## src/rtl/keypad_pkg.sv

```systemverilog
// Shared types and helpers for the 4x4 keypad scanner and its debounce/event logic.
package keypad_pkg;
  localparam int unsigned ROWS    = 4;
  localparam int unsigned COLS    = 4;
  localparam int unsigned CODE_W  = 4;
  localparam int unsigned FRAME_W = ROWS * COLS;

  typedef enum logic [1:0] {IDLE, PRESSED, WAIT_REL} kp_state_e;
  typedef enum logic [1:0] {NONE, SINGLE, MULTI} kp_class_e;

  function automatic kp_class_e classify(input logic [FRAME_W-1:0] f);
    logic [4:0] n;
    n = '0;
    for (int i = 0; i < FRAME_W; i++) n = n + 5'(f[i]);
    if (n == 5'd0)      return NONE;
    else if (n == 5'd1) return SINGLE;
    else                return MULTI;
  endfunction

  // Index of the highest set bit; only meaningful for SINGLE frames.
  function automatic logic [CODE_W-1:0] key_index(input logic [FRAME_W-1:0] f);
    logic [CODE_W-1:0] k;
    k = '0;
    for (int i = 0; i < FRAME_W; i++) if (f[i]) k = CODE_W'(i);
    return k;
  endfunction
endpackage

```

## src/rtl/keypad_debounce.sv

```systemverilog
// Frame-level debounce: counts identical consecutive frames and runs the press/release FSM.
module keypad_debounce
  import keypad_pkg::*;
#(
  parameter int unsigned DEBOUNCE_FRAMES = 5
) (
  input  logic               clk_100MHz,
  input  logic               rst,
  input  logic [FRAME_W-1:0] frame_i,
  input  logic               frame_done_i,
  output logic               key_valid_o,
  output logic [CODE_W-1:0]  key_code_o,
  output logic               key_held_o
);
  localparam logic [3:0] DB = 4'(DEBOUNCE_FRAMES);

  kp_state_e          state_q, state_d;
  logic [FRAME_W-1:0] prev_q, prev_d;
  logic [3:0]         cnt_q, cnt_d;
  logic [CODE_W-1:0]  code_q, code_d;
  logic               valid_q, valid_d;
  logic               stable;
  kp_class_e          cls;
  logic [CODE_W-1:0]  k;

  always_comb begin
    prev_d  = prev_q;
    cnt_d   = cnt_q;
    state_d = state_q;
    code_d  = code_q;
    valid_d = 1'b0;
    stable  = 1'b0;
    cls     = classify(frame_i);
    k       = key_index(frame_i);
    if (frame_done_i) begin
      prev_d = frame_i;
      if (frame_i != prev_q)  cnt_d = 4'd1;
      else if (cnt_q < DB)    cnt_d = cnt_q + 4'd1;
      // Acceptance uses the count including this frame, so the event lands one edge later.
      stable = (cnt_d == DB);
      case (state_q)
        IDLE: if (stable && cls == SINGLE) begin
          code_d  = k;
          valid_d = 1'b1;
          state_d = PRESSED;
        end
        PRESSED: if (stable) begin
          if (cls == NONE)                          state_d = IDLE;
          else if (cls == MULTI || k != code_q)     state_d = WAIT_REL;
        end
        WAIT_REL: if (stable && cls == NONE)        state_d = IDLE;
        default:                                    state_d = IDLE;
      endcase
    end
  end

  always_ff @(posedge clk_100MHz) begin
    if (rst) begin
      state_q <= IDLE;
      prev_q  <= '0;
      cnt_q   <= '0;
      code_q  <= '0;
      valid_q <= 1'b0;
    end else begin
      state_q <= state_d;
      prev_q  <= prev_d;
      cnt_q   <= cnt_d;
      code_q  <= code_d;
      valid_q <= valid_d;
    end
  end

  assign key_valid_o = valid_q;
  assign key_code_o  = code_q;
  assign key_held_o  = (state_q != IDLE);
endmodule

```

## src/rtl/keypad_scan.sv

```systemverilog
// 4x4 active-low keypad scanner: row drive, column sync, frame assembly, debounced key events.
module keypad_scan
  import keypad_pkg::*;
#(
  parameter int unsigned SCAN_DIV        = 100000,
  parameter int unsigned DEBOUNCE_FRAMES = 5
) (
  input  logic              clk_100MHz,
  input  logic              rst,
  input  logic [COLS-1:0]   key_col,
  output logic [ROWS-1:0]   key_row,
  output logic              key_valid,
  output logic [CODE_W-1:0] key_code,
  output logic              key_held
);
  localparam int unsigned SLOT_W = $clog2(SCAN_DIV);

  logic [COLS-1:0]    sync1_q, sync2_q;
  logic [SLOT_W-1:0]  slot_q, slot_d;
  logic [1:0]         row_q, row_d;
  logic [FRAME_W-1:0] frame_q, frame_d;
  logic               slot_end, frame_done;

  assign slot_end   = (slot_q == SLOT_W'(SCAN_DIV - 1));
  assign frame_done = slot_end && (row_q == 2'd3);

  // Columns are sampled on the last slot cycle only, giving the rows time to settle.
  always_comb begin
    slot_d  = slot_end ? '0 : slot_q + 1'b1;
    row_d   = slot_end ? row_q + 2'd1 : row_q;
    frame_d = frame_q;
    if (slot_end) frame_d[{row_q, 2'b00} +: COLS] = ~sync2_q;
  end

  always_ff @(posedge clk_100MHz) begin
    if (rst) begin
      sync1_q <= '1;
      sync2_q <= '1;
      slot_q  <= '0;
      row_q   <= '0;
      frame_q <= '0;
    end else begin
      sync1_q <= key_col;
      sync2_q <= sync1_q;
      slot_q  <= slot_d;
      row_q   <= row_d;
      frame_q <= frame_d;
    end
  end

  assign key_row = ~(4'b0001 << row_q);

  keypad_debounce #(.DEBOUNCE_FRAMES(DEBOUNCE_FRAMES)) u_debounce (
    .clk_100MHz   (clk_100MHz),
    .rst          (rst),
    .frame_i      (frame_d),
    .frame_done_i (frame_done),
    .key_valid_o  (key_valid),
    .key_code_o   (key_code),
    .key_held_o   (key_held)
  );
endmodule

```

## config.mk

```make
export PLATFORM = sky130hd
export DESIGN_NAME = keypad_scan
export DESIGN_NICKNAME = d
export VERILOG_FILES = /design/src/rtl/keypad_pkg.sv /design/src/rtl/keypad_debounce.sv /design/src/rtl/keypad_scan.sv
export SDC_FILE = /design/constraint.sdc
export NUM_CORES = 1
export LEC_CHECK = 0
export BUFFER_PORTS_ARGS = -buffer_cell sky130_fd_sc_hd__buf_2
export CORE_ASPECT_RATIO = 1.75
export CORE_MARGIN = 3
export CORE_UTILIZATION = 55
export DETAILED_ROUTE_END_ITERATION = 8
export GPL_ROUTABILITY_DRIVEN = 0
export PLACE_DENSITY = 0.72
export SLEW_MARGIN = 0
export SYNTH_ARGS = -nofsm -noshare
export SYNTH_HDL_FRONTEND = slang
export SYNTH_SLANG_ARGS = --single-unit
```

## constraint.sdc

```tcl
create_clock -name clk_100MHz -period 10.34 [get_ports clk_100MHz]
set_input_delay 2.068 -clock clk_100MHz [delete_from_list [all_inputs] [get_ports clk_100MHz]]
set_output_delay 2.068 -clock clk_100MHz [all_outputs]
set_load 0.02 [all_outputs]
```

==> Yosys cells after proc, flatten, opt, wreduce, memory -nomap -nowiden <==
Cells that the tools add are included.
{ "op_classes": {"muxes": 29, "shift": 3, "n_addsub": 19, "n_eq_ne": 14, "bitwise_logic": 4, "order_cmp": 1, "n_reduce_logical": 12} }
{ "ops": {"columns": ["operator", "count"], "rows": [
  ["$add 5x1->5", 14],
  ["$mux 4", 11],
  ["$mux 2", 9],
  ["$add 17x1->17 const B", 1],
  ["$eq 17x17->1 const B", 1],
  ["$bwmux 16", 1],
  ["$mux 16", 1],
  ["$ne 16x16->1", 1],
  ["$shift 4x6->16 const A", 1],
  ["$shiftx 4x6->16", 1],
  ["$mux 3", 4],
  ["$not 4->4", 2],
  ["$eq 2x2->1 const B", 3],
  ["$ne 2x1->1 const B", 3],
  ["$neg 4->6", 1],
  ["$pmux 2 s3", 1],
  ["$eq 5x1->1 const B", 1],
  ["$logic_not 5->1", 1],
  ["$reduce_and 5->1", 1],
  ["$add 4x1->4 const B", 1],
  ["$eq 2x1->1 const B", 2],
  ["$eq 4x3->1 const B", 1],
  ["$logic_not 2->1", 2],
  ["$lt 4x3->1 const B", 1],
  ["13 further kinds", 17]
]} }
{ "totals": {"regBits": 70, "inputBits": 6, "output_inout_bits": 10} }

==> Longest topological paths before layout <==
{ "depth": {"depth_word": 28, "depth_mapped": 27} }

==> By module <==
A second synthesis with hierarchy kept.
{ "unflattened": {"hier_cells": 470, "area_unflattened_um2": 3967.6} }
{ "by_module_without_submodules": {"columns": ["mod", "n_inst", "cells_each", "seq_area_each_um2", "area_each_um2"], "rows": [
  ["keypad_scan", 1, 248, 860.8, 2016.9],
  ["keypad_debounce", 1, 222, 540.5, 1950.6]
]} }

==> Worst setup path after synthesis <==
OpenSTA, ideal clock, no wires.
{ "synth_path": {"kind": "reg2reg", "start": "reg row_q[0]", "end": "reg u_debounce.code_q[2] (netlist: u_debounce.key_code_o[2])", "n_path_buf": 4, "arrival_time_ns": 7.006, "path_stages_with_launch": 28, "path_slack_ns": 3.206, "cell_sequence": "dfxtp_1 clkbuf_1 inv_1 ha_1 clkbuf_1 or3b_2 clkbuf_1 nor3_1 nand3_1 and2_1 fa_1 fa_1 inv_1 fa_1 inv_1 fa_1 inv_1 fa_1 fa_1 or2_2 a2111oi_0 nand2b_1 a21oi_1 o21ai_0 or4_1 buf_2 mux2i_1 nor2_1"} }
{ "synth_between": {"elab_chain_cells": 25, "elab_cells_between_ends": 45, "cone_classes": "16 x add/sub; 5 x eq/ne; 2 x shift; 18 x mux; 4 x reduce/logical"} }
{ "synth_rtl": {"columns": ["item", "line_no", "source"], "rows": [
  ["start: declaration", "keypad_scan.sv:20", "logic [1:0] row_q, row_d;"],
  ["start signal: assignment", "keypad_scan.sv:46", "row_q <= row_d;"],
  ["$neg 4->6", "keypad_scan.sv:32", "if (slot_end) frame_d[{row_q, 2'b00} +: COLS] = ~sync2_q;"],
  ["$shiftx 4x6->16 or $shift 4x6->16 (tied branches)", "keypad_scan.sv:32", null],
  ["$bwmux 16", "keypad_scan.sv:32", null],
  ["$mux 16", "keypad_scan.sv:32", null],
  ["$add 1x1->2", "keypad_pkg.sv:14", "for (int i = 0; i < FRAME_W; i++) n = n + 5'(f[i]);"],
  ["$add 5x1->5 (14 in series)", "keypad_pkg.sv:14", null],
  ["$eq 5x1->1", "keypad_pkg.sv:16", "else if (n == 5'd1) return SINGLE;"],
  ["$mux 2", "keypad_pkg.sv:16", null],
  ["$mux 2", "keypad_pkg.sv:15", "if (n == 5'd0) return NONE;"],
  ["$eq 2x1->1", "keypad_debounce.sv:42", "IDLE: if (stable && cls == SINGLE) begin"],
  ["$logic_and 1x1->1", "keypad_debounce.sv:42", null],
  ["$reduce_and 3->1 (no source line)", null, null],
  ["end signal: assignment", "keypad_debounce.sv:68", "code_q <= code_d;"],
  ["end: declaration", "keypad_debounce.sv:20", "logic [CODE_W-1:0] code_q, code_d;"]
]} }
Several ways; a longest one is shown, not always the timed one. The select of a mux whose other input is x is not followed.
A chain may end at the register's enable or synchronous reset.

==> Worst setup path after layout <==
{ "layout_path": {"start": "reg slot_q[0]", "end": "reg u_debounce.code_q[3] (netlist: u_debounce.key_code_o[3])"} }
{ "layout_between": {"elab_chain_cells": 23, "elab_cells_between_ends": 37, "cone_classes": "15 x add/sub; 5 x eq/ne; 13 x mux; 4 x reduce/logical"} }
{ "layout_rtl": {"columns": ["item", "line_no", "source"], "rows": [
  ["start: declaration", "keypad_scan.sv:19", "logic [SLOT_W-1:0] slot_q, slot_d;"],
  ["start signal: assignment", "keypad_scan.sv:45", "slot_q <= slot_d;"],
  ["$eq 17x17->1 *", "keypad_scan.sv:24", "assign slot_end = (slot_q == SLOT_W'(SCAN_DIV - 1));"],
  ["$mux 16 *", "keypad_scan.sv:32", null],
  ["via frame_d[1]", "keypad_scan.sv:21", "logic [FRAME_W-1:0] frame_q, frame_d;"],
  ["$add 1x1->2", "keypad_pkg.sv:14", null],
  ["$add 5x1->5 (14 in series)", "keypad_pkg.sv:14", null],
  ["$eq 5x1->1", "keypad_pkg.sv:16", null],
  ["$mux 2", "keypad_pkg.sv:16", null],
  ["$mux 2", "keypad_pkg.sv:15", null],
  ["$eq 2x1->1", "keypad_debounce.sv:42", null],
  ["$logic_and 1x1->1 *", "keypad_debounce.sv:42", null],
  ["$reduce_and 3->1 (no source line) *", null, null]
]} }
The timed path passes the listed nets; every way through them passes the cells marked *. The select of a mux whose other input is x is not followed.

==> metrics <==
outcome finished clean; clk slew on worst S/H paths 0.05 ns; routed wire length 10.6 mm; Syn Area/Cell 8.18 um2; Via density 6.04; setup TNS 0 ns; initial antenna violation count 0; CP endpoint kind flip-flop; ys async rst share 0%; Post-CTS Resized 0; static leakage 1.87 nW; WL per Instance 17.7 um; clock latency at the later pin of the worst-skew pair 0.34 ns; vias in the first global route 3781; commonest non-fill, non-tap cells in the layout nor2_1 (70), dfxtp_1 (70), nand2_1 (41); post-synth cell types 65; depth of the most critical reg-to-reg path 24; Worst Skew 0.00799 ns; dpl hpwl 8.02 mm; largest net degree at the start of global routing 57; Pwr Density 141 mW/mm2; minimum clock period 7.76 ns; Cell Rows 41; worst slew pin tran 0.955 ns; Setup WS pre-CTS 2.65 ns; area delta synth->final 11.3%; Hold-fix buffers, CTS 0; post-synthesis sequential area ratio 34.0%; total number of vias 3628; Hold Path Class reg -> reg; core area 0.00723 mm2; Synth area leader dfxtp_1; DR DRC count 0; share of post-route cells with drive strength above 1 12.0%; worst path arrival time 7.96 ns; First-pass DRT Iterations 4; worst-path fanout max 9; Synth Warn # 0; clk buf depth 2; mapped cell area 0.00412 mm2; antenna-violating nets left 0; TritonCTS clock tree done; Slew Limit Headroom 36.3%; die width 71.4 um; Cells on Worst Hold Path 1; Worst VDD drop 135 uV; Gate Count Post-Synth 504; first-pass GRT wire length 17.7 mm; # Max-Cap Violations 0; Iteration-0 DRC Markers 227; Initial Util 57.0%; Die Span Y 121 um; Root Buffer clkbuf_16; # H-tree levels 3; Congestion Overflow GR 0; crit share post-route 75.1%; Tot GR Track Use 26.9%; RSZ-0062 raised after global routing no; Final Hold Fails 0; ranking of synthesized cells by area dfxtp_1 (34%), nor2_1 (6.4%), fa_1 (4.9%), nand2_1 (3.7%), ha_1 (3.6%); WP data required 10.53 ns; post-CTS setup buffers 0; Slew Viols, Final 0; fillers 648; clock sink count 70; Max Clk Rate 129 MHz; startpoint types flip-flop; Area after DPL 0.00423 mm2; ANT cells 0; Setup Crit Path Kind reg -> reg; share of the synthesized area in the top cell type 34.0%; design area 0.00459 mm2; EDFF count, synth 0; # port buffers 15; I/O pins 16; cts bufs inserted 9; Final setup violation count 0; final net count 538; area of the die 0.00861 mm2; Synth Flop Type dfxtp_1; FF+latch count, synth 70; Final Worst Setup Slack 2.58 ns; Mapped Nets 532
final timing paths:
| check | slack [ns] | endpoint | startpoint |
|---|---|---|---|
| worst min-delay path | 0.40 | sync2_q[1] | sync1_q[1] |
| worst max-delay path | 2.58 | u_debounce.key_code_o[3] | slot_q[0] |
| worst min register to register | 0.40 | sync2_q[1] | sync1_q[1] |
| worst max register to register | 2.58 | u_debounce.key_code_o[3] | slot_q[0] |
cell families (layout without fill, tap and decap cells):
logic type	Yosys count	after routing	synth area share, %
fa+ha+maj	22	22	8.50
xor+xnor	23	23	4.89
buf+inv	55	66	5.22
flops	70	70	34.0
simple gates	227	227	29.3
mux	14	14	3.52
compound gates	93	93	14.6
cell type report:
class                   instances  area, um2  share of cell area (%)
clock buffers                  14        294                    6.41
clock inverters                 2       60.1                    1.31
well taps                      86        108                    2.35
inverters                      32        120                    2.62
multi-input cells             379       2500                    54.6
flip-flops and latches         70       1400                    30.6
repair buffers                 18       97.6                    2.13
metal layers:
metal  track usage, %  share of wire [%]
met1             26.3                 36
met2             44.5                 50
met3             7.65                4.3
met4             24.2                9.5
met5                0                  0
cell usage after synthesis (all sizes together), types with 8 or more instances:
master   n
nand3   18
or3     10
a21oi   29
mux2i   13
inv     32
xnor2   10
and3     8
clkbuf  20
nor2    70
nor3    13
a211oi  12
or2     12
nand2b   8
o21ai   21
nand2   41
nand4    9
ha      12
dfxtp   70
xor2    13
fa      10
where the power goes:
group          internal (W)  total [W]  switching [W]
registers          0.000272   0.000275     0.00000314
clock network      0.000244   0.000358       0.000114
logic            0.00000413  0.0000113     0.00000722
registers in the layout, summed over array words and instances (netlist names), 2 cells and up:
| signal | count |
|---|---|
| slot_q | 17 |
| frame_q | 16 |
| u_debounce.prev_q | 16 |
| sync1_q | 4 |
| sync2_q | 4 |
| u_debounce.cnt_q | 4 |
| u_debounce.key_code_o | 4 |
| row_q | 2 |
| u_debounce.state_q | 2 |
through the flow:
step           hold WS (ns)  instances  utilization, %  power [W]
2_1_floorplan         0.389        504               -   0.000289
3_3_place_gp          0.391        585            58.5   0.000292
3_5_place_dp          0.393        585            58.5   0.000292
4_1_cts               0.405        601            63.4   0.000650
5_1_grt               0.417        601            63.4   0.000666
6_report              0.404        601            63.4   0.000645
worst max-delay path, stage by stage, from the launching register on:
cell       delay (ns)
dfxtp_1          0.35
ha_1             0.20
and2_1           0.30
nor4b_4          0.47
nand3_1          0.40
o21ai_0          0.46
ha_1             0.30
inv_1            0.07
fa_1             0.43
fa_1             0.52
inv_1            0.06
fa_1             0.49
inv_1            0.05
fa_1             0.47
inv_1            0.04
fa_1             0.39
fa_1             0.40
or2_2            0.28
a2111oi_0        0.68
nand2b_1         0.14
a21oi_1          0.17
o21ai_0          0.10
or4_1            0.59
mux2i_1          0.20
nor2_1           0.05
No activity file was read; power rests on OpenSTA's default activity.
